File: src/rtl/ps2_key_decoder_pkg.sv
// rtl/ps2_key_decoder_pkg.sv - shared scan-code constants, decoder state type and ASCII lookup
package ps2_pkg;

    localparam logic [7:0] SC_EXT = 8'hE0;
    localparam logic [7:0] SC_BRK = 8'hF0;

    typedef enum logic [1:0] {
        S_IDLE = 2'd0,
        S_POP  = 2'd1,
        S_DEC  = 2'd2
    } dec_state_t;

    // Set-2 scan code to lowercase ASCII; unmapped codes give 0x00.
    function automatic logic [7:0] sc2ascii(input logic [7:0] sc);
        logic [7:0] a;
        a = 8'h00;
        case (sc)
            8'h1C: a = 8'h61;  8'h32: a = 8'h62;  8'h21: a = 8'h63;  8'h23: a = 8'h64;
            8'h24: a = 8'h65;  8'h2B: a = 8'h66;  8'h34: a = 8'h67;  8'h33: a = 8'h68;
            8'h43: a = 8'h69;  8'h3B: a = 8'h6A;  8'h42: a = 8'h6B;  8'h4B: a = 8'h6C;
            8'h3A: a = 8'h6D;  8'h31: a = 8'h6E;  8'h44: a = 8'h6F;  8'h4D: a = 8'h70;
            8'h15: a = 8'h71;  8'h2D: a = 8'h72;  8'h1B: a = 8'h73;  8'h2C: a = 8'h74;
            8'h3C: a = 8'h75;  8'h2A: a = 8'h76;  8'h1D: a = 8'h77;  8'h22: a = 8'h78;
            8'h35: a = 8'h79;  8'h1A: a = 8'h7A;
            8'h45: a = 8'h30;  8'h16: a = 8'h31;  8'h1E: a = 8'h32;  8'h26: a = 8'h33;
            8'h25: a = 8'h34;  8'h2E: a = 8'h35;  8'h36: a = 8'h36;  8'h3D: a = 8'h37;
            8'h3E: a = 8'h38;  8'h46: a = 8'h39;
            8'h29: a = 8'h20;  8'h5A: a = 8'h0D;  8'h66: a = 8'h08;
            default: a = 8'h00;
        endcase
        return a;
    endfunction

endpackage

File: src/rtl/ps2_key_decoder_if.sv
// rtl/ps2_key_decoder_if.sv - receiver FIFO side and key event side of the decoder
interface ps2_key_decoder_if #(
    parameter int CNT_W = 8
);
    logic [7:0]       ps2_byte;
    logic             ps2_ready;
    logic             ps2_overflow;
    logic             ps2_nextdata_n;
    logic             key_valid;
    logic             key_make;
    logic             key_ext;
    logic             key_repeat;
    logic [7:0]       key_code;
    logic [7:0]       key_ascii;
    logic             key_held;
    logic [CNT_W-1:0] press_cnt;
    logic             ovf_seen;

    modport master (
        output ps2_byte, ps2_ready, ps2_overflow,
        input  ps2_nextdata_n, key_valid, key_make, key_ext, key_repeat,
               key_code, key_ascii, key_held, press_cnt, ovf_seen
    );

    modport slave (
        input  ps2_byte, ps2_ready, ps2_overflow,
        output ps2_nextdata_n, key_valid, key_make, key_ext, key_repeat,
               key_code, key_ascii, key_held, press_cnt, ovf_seen
    );
endinterface

File: src/rtl/ps2_key_decoder.sv
// rtl/ps2_key_decoder.sv - turns PS/2 Set-2 scan-code bytes into registered key events
module ps2_key_decoder
    import ps2_pkg::*;
#(
    parameter int CNT_W = 8
) (
    input  logic                clk,
    input  logic                rst,
    ps2_key_decoder_if.slave    bus
);

    dec_state_t       state_q;
    logic [7:0]       byte_q;
    logic             ext_pend;
    logic             brk_pend;
    logic             held_ext;
    logic [7:0]       held_code;
    logic [CNT_W-1:0] cnt_q;
    logic             held_match;

    assign bus.press_cnt = cnt_q;
    assign held_match    = (held_ext == ext_pend) && (held_code == byte_q);

    // Pop one byte per pass (idle -> pop -> decode) and update event, held and counter state.
    always_ff @(posedge clk) begin
        if (rst) begin
            state_q            <= S_IDLE;
            byte_q             <= 8'h00;
            ext_pend           <= 1'b0;
            brk_pend           <= 1'b0;
            held_ext           <= 1'b0;
            held_code          <= 8'h00;
            cnt_q              <= '0;
            bus.ps2_nextdata_n <= 1'b1;
            bus.key_valid      <= 1'b0;
            bus.key_make       <= 1'b0;
            bus.key_ext        <= 1'b0;
            bus.key_repeat     <= 1'b0;
            bus.key_code       <= 8'h00;
            bus.key_ascii      <= 8'h00;
            bus.key_held       <= 1'b0;
            bus.ovf_seen       <= 1'b0;
        end else begin
            bus.key_valid <= 1'b0;
            if (bus.ps2_overflow) begin
                bus.ovf_seen <= 1'b1;
            end
            case (state_q)
                S_IDLE: begin
                    if (bus.ps2_ready) begin
                        byte_q             <= bus.ps2_byte;
                        bus.ps2_nextdata_n <= 1'b0;
                        state_q            <= S_POP;
                    end
                end
                S_POP: begin
                    bus.ps2_nextdata_n <= 1'b1;
                    state_q            <= S_DEC;
                end
                S_DEC: begin
                    state_q <= S_IDLE;
                    if (byte_q == SC_EXT) begin
                        ext_pend <= 1'b1;
                    end else if (byte_q == SC_BRK) begin
                        brk_pend <= 1'b1;
                    end else begin
                        bus.key_valid <= 1'b1;
                        bus.key_make  <= ~brk_pend;
                        bus.key_ext   <= ext_pend;
                        bus.key_code  <= byte_q;
                        bus.key_ascii <= ext_pend ? 8'h00 : sc2ascii(byte_q);
                        ext_pend      <= 1'b0;
                        brk_pend      <= 1'b0;
                        if (!brk_pend) begin
                            // Same key still down means typematic repeat; anything else is a new press.
                            if (bus.key_held && held_match) begin
                                bus.key_repeat <= 1'b1;
                            end else begin
                                bus.key_repeat <= 1'b0;
                                held_ext       <= ext_pend;
                                held_code      <= byte_q;
                                bus.key_held   <= 1'b1;
                                cnt_q          <= cnt_q + 1'b1;
                            end
                        end else begin
                            bus.key_repeat <= 1'b0;
                            if (held_match) begin
                                bus.key_held <= 1'b0;
                            end
                        end
                    end
                end
                default: state_q <= S_IDLE;
            endcase
        end
    end

endmodule

File: src/flat_wrapper.sv
// flat-port wrapper written by rule: the top's interface ports become plain ports
module ps2_key_decoder_flat import ps2_pkg::*;
#(
    parameter int CNT_W = 8
)
  (clk, rst, bus_ps2_byte, bus_ps2_ready, bus_ps2_overflow, bus_ps2_nextdata_n, bus_key_valid, bus_key_make, bus_key_ext, bus_key_repeat, bus_key_code, bus_key_ascii, bus_key_held, bus_press_cnt, bus_ovf_seen);
  ps2_key_decoder_if #(.CNT_W(CNT_W)) bus_i ();
  input  logic clk;
  input  logic rst;
  input wire logic [$bits(bus_i.ps2_byte)-1:0] bus_ps2_byte;
  input wire logic [$bits(bus_i.ps2_ready)-1:0] bus_ps2_ready;
  input wire logic [$bits(bus_i.ps2_overflow)-1:0] bus_ps2_overflow;
  output wire logic [$bits(bus_i.ps2_nextdata_n)-1:0] bus_ps2_nextdata_n;
  output wire logic [$bits(bus_i.key_valid)-1:0] bus_key_valid;
  output wire logic [$bits(bus_i.key_make)-1:0] bus_key_make;
  output wire logic [$bits(bus_i.key_ext)-1:0] bus_key_ext;
  output wire logic [$bits(bus_i.key_repeat)-1:0] bus_key_repeat;
  output wire logic [$bits(bus_i.key_code)-1:0] bus_key_code;
  output wire logic [$bits(bus_i.key_ascii)-1:0] bus_key_ascii;
  output wire logic [$bits(bus_i.key_held)-1:0] bus_key_held;
  output wire logic [$bits(bus_i.press_cnt)-1:0] bus_press_cnt;
  output wire logic [$bits(bus_i.ovf_seen)-1:0] bus_ovf_seen;
  assign bus_i.ps2_byte = bus_ps2_byte;
  assign bus_i.ps2_ready = bus_ps2_ready;
  assign bus_i.ps2_overflow = bus_ps2_overflow;
  assign bus_ps2_nextdata_n = bus_i.ps2_nextdata_n;
  assign bus_key_valid = bus_i.key_valid;
  assign bus_key_make = bus_i.key_make;
  assign bus_key_ext = bus_i.key_ext;
  assign bus_key_repeat = bus_i.key_repeat;
  assign bus_key_code = bus_i.key_code;
  assign bus_key_ascii = bus_i.key_ascii;
  assign bus_key_held = bus_i.key_held;
  assign bus_press_cnt = bus_i.press_cnt;
  assign bus_ovf_seen = bus_i.ovf_seen;
  ps2_key_decoder #(.CNT_W(CNT_W)) u_core (.clk(clk), .rst(rst), .bus(bus_i));
endmodule
File: config.mk
export PLATFORM = sky130hd
export DESIGN_NAME = ps2_key_decoder_flat
export DESIGN_NICKNAME = d
export VERILOG_FILES = /design/src/rtl/ps2_key_decoder_pkg.sv /design/src/rtl/ps2_key_decoder_if.sv /design/src/rtl/ps2_key_decoder.sv /design/src/flat_wrapper.sv
export SDC_FILE = /design/constraint.sdc
export NUM_CORES = 1
export LEC_CHECK = 0
export BUFFER_PORTS_ARGS = -buffer_cell sky130_fd_sc_hd__buf_2
export CORE_MARGIN = 2
export CORE_UTILIZATION = 50
export DETAILED_ROUTE_END_ITERATION = 6
export PLACE_DENSITY = 0.75
export SLEW_MARGIN = 20
export SYNTH_ARGS = -nofsm -noshare
export SYNTH_HDL_FRONTEND = slang
export SYNTH_SLANG_ARGS = --single-unit
File: constraint.sdc
create_clock -name clk -period 2.35 [get_ports clk]
set_clock_uncertainty 0.15 [all_clocks]
set_input_delay 0.1175 -clock clk [delete_from_list [all_inputs] [get_ports clk]]
set_output_delay 0.1175 -clock clk [all_outputs]
set_load 0.01 [all_outputs]
==> flow_summary.json <==
{
  "status": "finished clean",
  "synth_fp_nets": 423,
  "clock_latency_ps": 330,
  "endpoint_kind": "flip-flop",
  "finalMaxSlewViolations": 0,
  "syn_avg_cell_area_sq_um": 7.78,
  "coreArea_sq_um": 5990,
  "antenna_found_initial": 0,
  "grt_pass1_wl_um": 14600,
  "placed_area_sq_um": 3660,
  "cts.sinks": 58,
  "timing.rr.start": "u_core.state_q[1]$_SDFFE_PP0P_",
  "fmax_mhz": 428,
  "setup_violations": 0,
  "routedWlPerCell_um": 15.8,
  "grt_overflow": 0,
  "postRouteAntennaNets": 0,
  "arrival_ps": 2380,
  "grt_max_degree": 43,
  "rsz0062_at_grt": "yes",
  "first_pass_iters": 5,
  "startpoint_type": "flip-flop",
  "viasPerCell": 5.73,
  "die_w_um": 83.3,
  "worst-path-stages": 7,
  "cp_top_family": "simple AND/OR/NAND/NOR gates",
  "synthesis.area_sq_um": 3140,
  "total_power_mw": 2.41,
  "crit_top_cell": "o311ai_1",
  "drc_errors": 0,
  "power.static_leakage_nw": 1.73,
  "ys_top_cells_by_area": "dfxtp_1, a21oi_1, nand2_1",
  "min_period_ps": 2340,
  "fin_ws_ps": 13.3,
  "path_class": "reg2reg",
  "dr_total_vias": 3180,
  "crit_buf_inv": 1,
  "grt.total_usage": 0.259,
  "synth_warnings": 0,
  "cts_root_buf": "clkbuf_8",
  "netlist.top_cell.by_area": "dfxtp_1",
  "drive_gt1_frac": 0.285,
  "ios": 43,
  "tns_ps": 0,
  "yosysTopAreaCellShare": 0.369,
  "cp-startpoint": "u_core.state_q[1]$_SDFFE_PP0P_",
  "place_ws_ps": -38.9,
  "cts.path.max_buffers": 2,
  "reg2reg_slack_ps": 10,
  "p_per_area_nw_per_um2": 592,
  "syn_to_final_growth_pct": 29.4,
  "ir_drop_mv": 0.452,
  "fin_area_sq_um": 4070,
  "fp-row-count": 28,
  "ys_types": 62,
  "slowest_stage": "or3b_4",
  "worstPathRequired_ps": 2390,
  "htreeDepth": 3,
  "fin_crit_sh": 0.994,
  "dieArea_sq_um": 6940,
  "path_clk_slew_ps": 60,
  "grt_pass1_vias": 2983,
  "diodes": 0,
  "max_stage_delay_ps": 420,
  "gp_congestion": 0.956,
  "die_h_um": 83.3,
  "synth_flop_cell": "dfxtp_1",
  "reg2reg_depth": 7,
  "hp-class": "in2reg",
  "drt-total-wl_um": 8750,
  "fin_nets": 494,
  "start_util": 0.525,
  "synth-seq-cells": 58,
  "cts_tree": "yes",
  "crit_chain": "or3b_4 -> mux2_4 -> buf_4 -> and2_1 -> a211o_1 -> o311ai_1 -> o311ai_1",
  "netlist_top_cells_count": "dfxtp_1, nand2_1, a21oi_1",
  "ys_seq_area_frac": 0.369,
  "synth_cells": 404,
  "critPathMaxFanout": 10,
  "io_buffers": 41,
  "dp_hpwl_um": 6180,
  "drt_iter0_markers": 181,
  "cts_buffers": 9,
  "synth_edf_count": 0,
  "hold_violations": 0,
  "async_flop_share": 0,
  "cap_viol_max_count": 0
}
## worst min-delay path by stage
stage / from / to / cells after the start
after CTS: bus_ps2_ready / u_core.byte_q[0]$_SDFFE_PP0N_ / 4
after floorplan: bus_ps2_overflow / u_core.bus.ovf_seen$_SDFFE_PP0P_ / 2
after global placement: bus_ps2_overflow / u_core.bus.ovf_seen$_SDFFE_PP0P_ / 3
final: bus_ps2_ready / u_core.byte_q[0]$_SDFFE_PP0N_ / 4
after global routing: bus_ps2_ready / u_core.byte_q[0]$_SDFFE_PP0N_ / 4
after detailed placement: bus_ps2_overflow / u_core.bus.ovf_seen$_SDFFE_PP0P_ / 3
## cell usage in the layout, fill, tap and decap left out, types with 5 or more instances in the layout
master,netlist,final
nand4_1,5,5
inv_1,11,8
xor2_1,14,14
and3_1,5,5
a21oi_1,45,41
buf_4,1,45
nand2_1,58,58
a31oi_1,7,7
nor2_1,29,29
dlygate4sd3_1,0,5
nand3_1,28,28
buf_2,14,41
nor3_1,11,11
dfxtp_1,58,57
o21ai_1,4,6
clkbuf_8,0,11
mux2i_1,9,8
nor2b_1,9,9
## what timing repair did
| item | CTS | global route |
|---|---|---|
| setup endpoints to repair | 5 | 8 |
| resized for setup | 3 | 33 |
| setup buffers | 0 | 1 |
| pin swaps | 0 | 14 |
| hold buffers | 5 | 0 |
| endpoints found under the hold margin | 5 | 0 |
## worst register-to-register path: cells and delay by family, from the launching register on
kind / cells / cell delay [ps]
DFF: 1 / 350
buffers and inverters: 1 / 190
AOI/OAI and AO/OA: 3 / 520
and+or+nand+nor: 2 / 610
muxes: 1 / 370
## power breakdown
group          internal, mW  switching [mW]  leakage (nW)
sequential             1.01          0.0284         0.471
combinational         0.195           0.248          1.15
clock                 0.547           0.375         0.101
## metrics by stage
| step | cells | hold WS, ps | util |
|---|---|---|---|
| floorplan | 404 | 83.3 | - |
| global placement | 533 | 173 | 0.611 |
| detailed placement | 533 | 182 | 0.611 |
| CTS | 554 | 104 | 0.654 |
| global route | 555 | 154 | 0.679 |
| finish | 555 | 142 | 0.679 |
## cell type report
type,instances,area [sq um]
multi-input cells,299,1930
fillers,515,1920
flip-flops and latches,58,1160
repair buffers,94,627
clock buffers,14,163
well taps,75,93.8
inverters,13,53.8
clock inverters,2,35.0
## cell families (layout without fill, tap and decap cells)
logic type / Yosys count / in the layout / synth area share
simple gates: 171 / 171 / 0.264
xor+xnor: 15 / 15 / 0.0418
compound gates: 91 / 91 / 0.180
fa+ha+maj: 7 / 7 / 0.0279
other cells: 1 / 1 / 0.00119
buf+inv: 47 / 123 / 0.0677
mux: 14 / 14 / 0.0478
flops: 58 / 58 / 0.369
## per-layer routing
metal	up-vias	routed length (um)	share of wire	GRT usage
li1	1554	-	-	-
met1	1483	3850	0.44	0.347
met2	124	4050	0.46	0.402
met3	19	615	0.070	0.0567
met4	0	229	0.026	0.113
met5	-	0	0	0
No activity file was read; power rests on OpenSTA's default activity.
